## src/rtl/bch_enc_ctrl.sv

```systemverilog
// bch_enc_ctrl: byte-framed systematic BCH(63,51)-shortened encoder, 12 parity bits appended
//   clk      in   rising-edge clock
//   reset    in   asynchronous active-low reset
//   data_in  in   [7:0] message byte stream, first byte of a slot is the message MSB byte
//   data_enc out  [7:0] registered codeword byte stream {msg, parity, zero pad}, one slot late
module bch_enc_ctrl #(
    parameter int MSG_BITS = 24
) (
    input  logic       clk,
    input  logic       reset,
    input  logic [7:0] data_in,
    output logic [7:0] data_enc
);
    localparam int PAR_BITS    = 12;
    localparam int IN_BYTES    = MSG_BITS / 8;
    localparam int FRAME_BYTES = (MSG_BITS + PAR_BITS + 7) / 8;
    localparam int CW_BITS     = FRAME_BYTES * 8;
    localparam int PAD_BITS    = CW_BITS - MSG_BITS - PAR_BITS;
    localparam int CNT_W       = $clog2(FRAME_BYTES);
    localparam logic [PAR_BITS-1:0] G_LOW = 12'h539;

    logic [CNT_W-1:0]    cnt;
    logic [MSG_BITS-1:0] msg;
    logic [PAR_BITS-1:0] lfsr;
    logic [CW_BITS-1:0]  sh;
    logic [CW_BITS-1:0]  cw;
    logic                last;
    logic                cap;

    // Eight MSB-first division steps of the parity remainder by g(x).
    function automatic logic [PAR_BITS-1:0] lfsr_step(input logic [PAR_BITS-1:0] p, input logic [7:0] b);
        logic [PAR_BITS-1:0] r;
        logic                fb;
        r = p;
        for (int i = 7; i >= 0; i--) begin
            fb = r[PAR_BITS-1] ^ b[i];
            r  = {r[PAR_BITS-2:0], 1'b0} ^ (fb ? G_LOW : '0);
        end
        return r;
    endfunction

    always_comb begin
        last = cnt == CNT_W'(FRAME_BYTES - 1);
        cap  = cnt < CNT_W'(IN_BYTES);
        cw   = {msg, lfsr, {PAD_BITS{1'b0}}};
    end

    always_ff @(posedge clk or negedge reset) begin
        if (!reset) begin
            cnt      <= '0;
            msg      <= '0;
            lfsr     <= '0;
            sh       <= '0;
            data_enc <= 8'h00;
        end else begin
            cnt <= last ? '0 : cnt + 1'b1;
            if (last) begin
                // Hand the finished frame to the output shifter and start the next slot clean.
                data_enc <= cw[CW_BITS-1 -: 8];
                sh       <= cw << 8;
                msg      <= '0;
                lfsr     <= '0;
            end else begin
                data_enc <= sh[CW_BITS-1 -: 8];
                sh       <= sh << 8;
                if (cap) begin
                    msg  <= (msg << 8) | MSG_BITS'(data_in);
                    lfsr <= lfsr_step(lfsr, data_in);
                end
            end
        end
    end
endmodule

```

## config.mk

```make
export PLATFORM = sky130hd
export DESIGN_NAME = bch_enc_ctrl
export DESIGN_NICKNAME = d
export VERILOG_FILES = /design/src/rtl/bch_enc_ctrl.sv
export SDC_FILE = /design/constraint.sdc
export NUM_CORES = 1
export LEC_CHECK = 0
export CAP_MARGIN = 20
export CORE_AREA = 3 3 108 84
export DETAILED_ROUTE_END_ITERATION = 12
export DIE_AREA = 0 0 111 87
export PLACE_DENSITY = 0.57
export SYNTH_ARGS = -nofsm -noshare
export SYNTH_HDL_FRONTEND = slang
export SYNTH_SLANG_ARGS = --single-unit
```

## constraint.sdc

```tcl
create_clock -name clk -period 2.8 [get_ports clk]
set_clock_uncertainty 0.05 [all_clocks]
set_input_delay 0.28 -clock clk [delete_from_list [all_inputs] [get_ports clk]]
set_output_delay 0.28 -clock clk [all_outputs]
set_load 0.02 [all_outputs]
```

# Yosys cells after proc, flatten, opt, wreduce, memory -nomap -nowiden

Index checks and enable logic that the tools add are counted.
Widths: inputs -> output; s select.

$add $sub $neg: 1
Order comparisons: 1
Eq/ne operators: 1
Multiplexer cells: 15
Bitwise operators: 17
Reduce and logical (&&, ||, !) cells: 1

Operators with widths:

| operator            | number |
|---|---|
| $xor 12x11->12      | 8 |
| $mux 11             | 8 |
| $mux 24             | 2 |
| $mux 40             | 1 |
| $mux 12             | 2 |
| $or 24x8->24        | 1 |
| $mux 8              | 1 |
| $xor 1x1->1         | 8 |
| $add 3x1->3 const B | 1 |
| $eq 3x3->1 const B  | 1 |
| $lt 3x2->1 const B  | 1 |
| $mux 3              | 1 |
| $reduce_bool 2->1   | 1 |

Register bits after elaboration: 87
Bits of input ports: 10
Output and inout port bits: 8
Word-level logic and storage cells: 41

# Depth between registers and ports, before layout

Depth in word-level cells: 26
Mapped depth: 6
Gate-level depth less buffers: 6

# Least setup slack after synthesis

OpenSTA, ideal clock, no wires.

Kind: register to register
Start point: register lfsr[9]
End point: register lfsr[5]
Setup time: 0.131 ns
Data arrival time: 1.736 ns
Data required time: 2.619 ns
Path slack: 0.884 ns
Stages on the path, launching flop included: 7
Path buffers: 0
Clock period less this slack: 1.916 ns
Path through: dfrtp_1 xnor2_2 xor2_2 xnor2_2 xnor3_1 o211ai_1 o31ai_1

Word-level cells in the longest chain between the ends: 16

RTL lines:

| item                           | RTL line | RTL |
|---|---|---|
| start, declared                | 24       | `logic [PAR_BITS-1:0] lfsr;` |
| start signal, assigned         | 68       | `lfsr <= lfsr_step(lfsr, data_in);` |
| $xor 12x11->12 * (2 in series) | 37       | `r = {r[PAR_BITS-2:0], 1'b0} ^ (fb ? G_LOW : '0);` |
| $xor 1x1->1 *                  | 36       | `fb = r[PAR_BITS-1] ^ b[i];` |
| $mux 11 *                      | 37       |  |
| $xor 12x11->12 * (2 in series) | 37       |  |
| $xor 1x1->1                    | 36       |  |
| $mux 11                        | 37       |  |
| $xor 12x11->12 * (2 in series) | 37       |  |
| $xor 1x1->1                    | 36       |  |
| $mux 11                        | 37       |  |
| $xor 12x11->12 * (2 in series) | 37       |  |
| $mux 12 *                      | 66       | `if (cap) begin` |
| $mux 12 *                      | 57       | `if (last) begin` |

Every way passes the cells marked *; elsewhere a longest branch is shown, timed or not. The select of a mux whose other input is x is not followed.
A chain may end at the register's enable or synchronous reset.

# Worst setup path after layout

Start point: register lfsr[7]
End point: register lfsr[5]

Word-level cells in the longest chain between the ends: 14

RTL lines:

| item                         | RTL line |
|---|---|
| $xor 12x11->12 (4 in series) | 37 |
| $xor 1x1->1                  | 36 |
| $mux 11                      | 37 |
| $xor 12x11->12 (2 in series) | 37 |
| $xor 1x1->1                  | 36 |
| $mux 11                      | 37 |
| $xor 12x11->12 (2 in series) | 37 |
| $mux 12                      | 66 |
| $mux 12                      | 57 |

Every way passes these cells. The select of a mux whose other input is x is not followed.

==> impl_metrics.env <==
export IMPL_fmax_ghz=0.482
export IMPL_peakVddDrop_uv=572
export IMPL_finalWirelength_microns=5650
export IMPL_critPathArrivalTime_ps=2260
export IMPL_num_vias=1891
export IMPL_post_route_period_util=0.742
export IMPL_drc=0
export IMPL_track_usage=0.131
export IMPL_fill_cells=748
export IMPL_cts_tree="done"
export IMPL_ys_warn_count=0
export IMPL_fin_nets=303
export IMPL_clockBufferDepth=2
export IMPL_hold_violations=0
export IMPL_place_hpwl_microns=3510
export IMPL_criticalPathCategory="flop to flop"
export IMPL_slew_headroom=0.398
export IMPL_layout_common_cells="dfrtp_1 (75), nand2_1 (52), nand3_1 (34), mux2_2 (29), xnor2_1 (26)"
export IMPL_routed_top_layer="met4"
export IMPL_pin_count=18
export IMPL_synthCells=271
export IMPL_setup_tns_ps=0
export IMPL_dpl_cell_area_sq_mm=0.00353
export IMPL_clock_sinks=75
export IMPL_wl_met1_microns=2980
export IMPL_rsz0062_at_grt="false"
export IMPL_start_kind="flop"
export IMPL_report_final_slew_viol_count=0
export IMPL_avgRoutedWirePerCell_microns=14.1
export IMPL_synthMuxAreaShare=0.105
export IMPL_synth_adder_area_share=0.00779
export IMPL_clk_latency_ps=350
export IMPL_core_sq_mm=0.00795
export IMPL_drive_gt1_frac=0.213
export IMPL_finalSetupViolations=0
export IMPL_synth_compound_area_frac=0.0242
export IMPL_post_route_util=0.466
export IMPL_worstMarginPinSlew_ps=903
export IMPL_grt_overflow_total=0
export IMPL_grt_antenna_before_repair=0
export IMPL_power_density_mw_per_mm2=971
export IMPL_clock_root_buffer="clkbuf_8"
export IMPL_die_h_microns=87
export IMPL_gp_congestion=0.740
export IMPL_antenna_cells=0
export IMPL_ys_ff_latch=75
export IMPL_fin_area_sq_mm=0.00371
export IMPL_ys_seq_area_frac=0.584
export IMPL_via_per_inst=4.72
export IMPL_io_buffers=17
export IMPL_start_util=0.404
export IMPL_status="completed"
export IMPL_clk_pin_slew_ps=80
export IMPL_die_x_microns=111
export IMPL_synthXorXnorAreaFrac=0.127
export IMPL_grt_max_degree=76
export IMPL_ys_types=22
export IMPL_hp_class="input port to asynchronous set/reset pin"
export IMPL_endpoint_kind="flop"
export IMPL_worst_path_max_fanout=3
export IMPL_synth_area_per_cell_sq_um=11.9
export IMPL_leakagePower_nw=1.70
export IMPL_syn_area_sq_mm=0.00321
export IMPL_die_area_sq_mm=0.00966
export IMPL_syn2layout_area_growth_pct=15.4
export IMPL_maxCapViolCount=0
export IMPL_cts_buffers=9
export IMPL_drtPass1Iterations=5
export IMPL_drtAntennaViolNets=0
export IMPL_dr_first_iter_drc_count=44
export IMPL_fin_crit_ps=2080
export IMPL_synth_nets=283
export IMPL_met3_length_microns=204
export IMPL_cts_resized=0
export IMPL_worstPathRequired_ps=2990
export IMPL_grt_pass1_wl_microns=9880
export IMPL_post_cts_buffers=0
export IMPL_htree_levels=3
export IMPL_row_count=28
export IMPL_final_common_cell="dfrtp_1"
export IMPL_synth_top_family_by_area="simple AND/OR/NAND/NOR gates"
export IMPL_holdBufCountCts=0
export IMPL_wl_met2_microns=2370
export IMPL_synth_simple_area_share=0.132
export IMPL_first_global_vias=1980
## cell usage after synthesis, drive strengths merged
library cell	count	area, sq um
dfrtp	75	1880
nand2	53	199
nand3	34	170
xnor2	32	337
mux2	29	327
clkbuf	14	52.6
o21ai	9	45.0
and3	8	50.1
xor2	4	50.1
a21oi	2	10.0
ha	2	25.0
inv	2	7.51
a21o	1	7.51
buf	1	3.75
mux2i	1	10.0
nor2	1	3.75
o211ai	1	7.51
o31ai	1	7.51
xnor3	1	22.5
## routing by layer
layer / vias up / global-route usage
met5: - / 0
met4: 0 / 0.0537
met3: 10 / 0.0410
met2: 27 / 0.182
met1: 913 / 0.189
li1: 941 / -
## logic make-up after synthesis
| group | after synthesis |
|---|---|
| adder cells (fa/ha/maj) | 2 |
| flip-flops | 75 |
| AO/OA/AOI/OAI | 14 |
| XOR/XNOR | 37 |
| multiplexers | 30 |
| buffers and inverters | 17 |
| AND/OR/NAND/NOR | 96 |
## layout make-up
class	count	area, sq um	area share
Multi-Input combinational cell	179	1280	0.345
Inverter	2	7.51	0.00203
Timing Repair Buffer	24	233	0.0628
Clock inverter	7	56.3	0.0152
Clock buffer	9	124	0.0334
Sequential cell	75	1880	0.506
Tap cell	105	131	0.0354
## per-stage QoR
stage,power [mW],setup slack [ps],hold WS [ps],cells
2_1_floorplan,2.55,884,-65.6,271
3_3_place_gp,2.85,452,409,385
3_5_place_dp,2.86,397,411,385
4_1_cts,3.64,737,35.4,401
5_1_grt,3.82,578,78.0,401
6_report,3.60,724,7.05,401
## sequential cells by signal, summed over array words and instances, names as in the netlist
register,cells
sh,28
msg,24
lfsr,12
data_enc,8
cnt,3
## report_power, final
group          switching, mW  internal (mW)
Sequential             0.122           1.21
Combinational          0.702          0.798
Clock                  0.428          0.335
## critical path: stages (launching register included)
cell and delay (ps):
dfrtp_1 420, xnor2_2 320, xor2_2 310, xnor2_2 200
xnor3_1 400, o211ai_1 180, o31ai_1 90
## path summary, 6_finish.rpt
check                           depth (start not counted)  slack, ps             endpoint                start
worst max register to register                          6        720  lfsr[5]$_DFFE_PN0P_  lfsr[7]$_DFFE_PN0P_
max in group asynchronous                               1       2110     sh[14]$_DFF_PN0_                reset
min in group clk                                        1        430     sh[26]$_DFF_PN0_     sh[18]$_DFF_PN0_
worst min-delay path                                    1          7  msg[19]$_DFFE_PN0P_                reset
worst min register to register                          1        430     sh[26]$_DFF_PN0_     sh[18]$_DFF_PN0_
worst max-delay path                                    6        720  lfsr[5]$_DFFE_PN0P_  lfsr[7]$_DFFE_PN0P_
Power figures use the tool's default switching activity.
==> edit 1, RTL diff (config.mk and constraints unchanged) <==
Put one more register stage on the output `data_enc`, cleared by the reset. The value now appears one clock later. Comments in the files are not updated.
--- a/src/rtl/bch_enc_ctrl.sv
+++ b/src/rtl/bch_enc_ctrl.sv
@@ -20,2 +20,4 @@
     localparam logic [PAR_BITS-1:0] G_LOW = 12'h539;
+
+    logic [7:0] data_enc_s0;
 
@@ -53,3 +55,3 @@
             sh       <= '0;
-            data_enc <= 8'h00;
+            data_enc_s0 <= 8'h00;
         end else begin
@@ -58,3 +60,3 @@
                 // Hand the finished frame to the output shifter and start the next slot clean.
-                data_enc <= cw[CW_BITS-1 -: 8];
+                data_enc_s0 <= cw[CW_BITS-1 -: 8];
                 sh       <= cw << 8;
@@ -63,3 +65,3 @@
             end else begin
-                data_enc <= sh[CW_BITS-1 -: 8];
+                data_enc_s0 <= sh[CW_BITS-1 -: 8];
                 sh       <= sh << 8;
@@ -72,2 +74,10 @@
     end
+    always_ff @(posedge clk or negedge reset) begin
+        if (!reset) begin
+            data_enc <= '0;
+        end else begin
+            data_enc <= data_enc_s0;
+        end
+    end
+
 endmodule
Check against the original RTL: not equivalent (a bounded check fails within 10 cycles, from zero or initial values and one cycle with reset low).
==> edit 1 against the original RTL <==
  * Synthesized area increased by 5.2%
  * Worst setup slack got worse by 0.079 ns
  * Total power increased by 7.8%
  * Non-clock buffer count increased by 2
  * Sequential power increased by 13%
  * Routed wire length increased by 6.3%
  * Design area increased by 5.9%
  * Sequential cell count increased by 8
  * Largest power group is now registers
  * Highest routed layer unchanged
==> edit 1: results (changes against the original RTL) <==
- Post-synthesis adder-cell area fraction: 0.7407% (was 0.7791%)
- Placed inst area: 0.003714 mm2 (was 0.003526 mm2)
- R2r setup slk: 0.64 ns (was 0.72 ns)
- Layout cells sized above 1: 19.81% (was 21.28%)
- Worst path slowest cell: clkdlybuf4s50_1 (was dfrtp_1)
- CP max stage delay: 0.57 ns (was 0.42 ns)
- WL met1: 3130 um (was 2977 um)
- Met3 usage: 4.931% (was 4.097%)
- Top cells by area, synth: dfrtp_1 61%, mux2_2 9.3%, xnor2_1 6.7% (was dfrtp_1 58%, mux2_2 10%, xnor2_1 7.1%)
- Placed Instances: 396 (was 385)
- Worst r2r src: lfsr[9] (was lfsr[7])
- Largest net degree at the start of global routing: 57 (was 76)
- Metal2 WL: 2544 um (was 2370 um)
- Worst Max-Slew Pin Slew: 0.8629 ns (was 0.9033 ns)
- # hold bufs at CTS: 1 (was 0)
- Routed wire length: 6001 um (was 5648 um)
- First-pass GRT wire length: 10790 um (was 9880 um)
- Routed met3 length: 228 um (was 204 um)
- GR Util met2: 20.43% (was 18.17%)
- Starting DRC count in detailed routing: 103 (was 44)
- Clk sinks: 83 (was 75)
- Drt wl/cell: 14.53 um (was 14.08 um)
- Post-synthesis sequential area ratio: 61.48% (was 58.43%)
- Period utilisation layout: 76.97% (was 74.16%)
- Gr usage total: 14.37% (was 13.07%)
- Reg power frac: 38.9% (was 37.1%)
- Status: completed (unchanged)
- Layout Nets: 315 (was 303)
- Dpl hpwl: 3618 um (was 3510 um)
- Worst setup startpoint: data_in[6] (was lfsr[7])
- Leading cell types by count after synthesis: 83 x dfrtp_1, 51 x nand2_1, 33 x nand3_1 (was 75 x dfrtp_1, 53 x nand2_1, 34 x nand3_1)
- Xor and xnor area share after synthesis: 10.63% (was 12.74%)
- Setup CP Type: in -> reg (was reg -> reg)
-- edit 1: cell types whose count changed after synthesis, moves of 2 or more --
cell / delta
dfrtp_1: +8
xnor2_2: -4
o21ai_0: +4
nand2_1: -2
a21oi_1: +2
xor2_1: +2
-- edit 1: how the worst min path moves through the flow --
stage | from | slack, ns | cells past startpoint | endpoint
2_1_floorplan | reset | -0.07 | 0 | cnt[0]
3_3_place_gp | reset | 0.24 | 1 | data_enc[1]
3_5_place_dp | reset | 0.24 | 1 | data_enc[3]
4_1_cts | data_enc_s0[1] | 0.31 | 0 | data_enc[1]
5_1_grt | data_enc_s0[3] | 0.31 | 0 | data_enc[3]
6_report | data_enc_s0[1] | 0.30 | 0 | data_enc[1]
-- edit 1: cell type report --
type                       count  area (um2)
multi-input combinational    180        1241
sequential                    83        2077
tap                          105       131.4
timing repair buffer          26       262.8
clock inverter                 5       60.06
clock buffer                  11       141.4
fill                         721        4028
inverter                       3       11.26
==> edit 2, RTL diff (config.mk and constraints unchanged) <==
Without the edit above. The localparam `PAR_BITS` goes from 12 to 18.
--- a/src/rtl/bch_enc_ctrl.sv
+++ b/src/rtl/bch_enc_ctrl.sv
@@ -13,3 +13,3 @@
 );
-    localparam int PAR_BITS    = 12;
+    localparam int PAR_BITS    = 18;
     localparam int IN_BYTES    = MSG_BITS / 8;
Formal check against the unedited RTL: not equivalent (a bounded check fails within 10 cycles, from zero or initial values and one cycle with reset low).
==> edit 2 against the original RTL <==
  * Synthesized area is 11% higher
  * Worst setup slack better by 0.30 ns
  * Sequential cell count is 12 higher
  * Design area grew 9.8%
  * Critical path depth down 2
  * Routed wire length grew 23%
  * Critical endpoint is now lfsr[11]
  * Highest routed layer unchanged
Power is not compared: it rests on default switching activity, and its combinational part moved more than twofold at a synthesized area within 25%.
==> edit 2: results (changes against the original RTL) <==
- Status: completed (unchanged)
- #MultiIn Comb: 213 (was 179)
- Multiplexer share of the synthesized area: 0.2813% (was 10.48%)
- Clock-cell share of area: 5.197% (was 4.862%)
- Xor and xnor area share after synthesis: 11.67% (was 12.74%)
- Biggest regs: sh (34), msg (24), lfsr (18) (was sh (28), msg (24), lfsr (12))
- Layout cells sized above 1: 9.275% (was 21.28%)
- R2r setup slk: 1.02 ns (was 0.72 ns)
- FILL cells: 709 (was 748)
- Crit Path Max Fanout: 5 (was 3)
- First-pass GRT wire length: 12160 um (was 9880 um)
- Post-synthesis adder-cell area fraction: 0% (was 0.7791%)
- Inverters: 5 (was 2)
- Slew Limit Headroom: 39.77% (was 39.78%)
- Vias per cell: 5.004 (was 4.716)
- Dpl ws: 0.7136 ns (was 0.3965 ns)
- Fin cells: 450 (was 401)
- Mapped Nets: 331 (was 283)
- Levels on crit path: 4 (was 6)
- Post-synthesis sequential area ratio: 61.18% (was 58.43%)
- Vias in the first global route: 2364 (was 1980)
- # hold bufs at CTS: 1 (was 0)
- Reg-to-Reg End: lfsr[11] (was lfsr[5])
- FF-to-FF path depth: 4 (was 6)
- Leading cell types by count after synthesis: 112 x nand2_1, 87 x dfrtp_1, 27 x a22o_1 (was 75 x dfrtp_1, 53 x nand2_1, 34 x nand3_1)
edit 2: changes by cell type after synthesis, sizes merged, moves of 4 or more:
cell / unedited run / this run
mux2: 29 / 0
nand2: 53 / 113
and3: 8 / 1
nand3: 34 / 1
dfrtp: 75 / 87
xnor2: 32 / 24
a22o: 0 / 27
and2: 0 / 8
xor2: 4 / 8
o21ai: 9 / 16
edit 2: kinds of logic after synthesis:
kind of cell / after synthesis
AND/OR/NAND/NOR: 126
flip-flops: 87
AO/OA/AOI/OAI: 50
XOR/XNOR: 36
buffers and inverters: 21
multiplexers: 1
edit 2: per-layer routing:
| metal | wire length [um] | global-route usage (%) | up-vias |
|---|---|---|---|
| met1 | 3484 | 21.98 | 1130 |
| li1 | - | - | 1080 |
| met3 | 280 | 5.486 | 8 |
| met2 | 3090 | 25.11 | 34 |
| met4 | 80 | 5.369 | 0 |
| met5 | 0 | 0 | - |
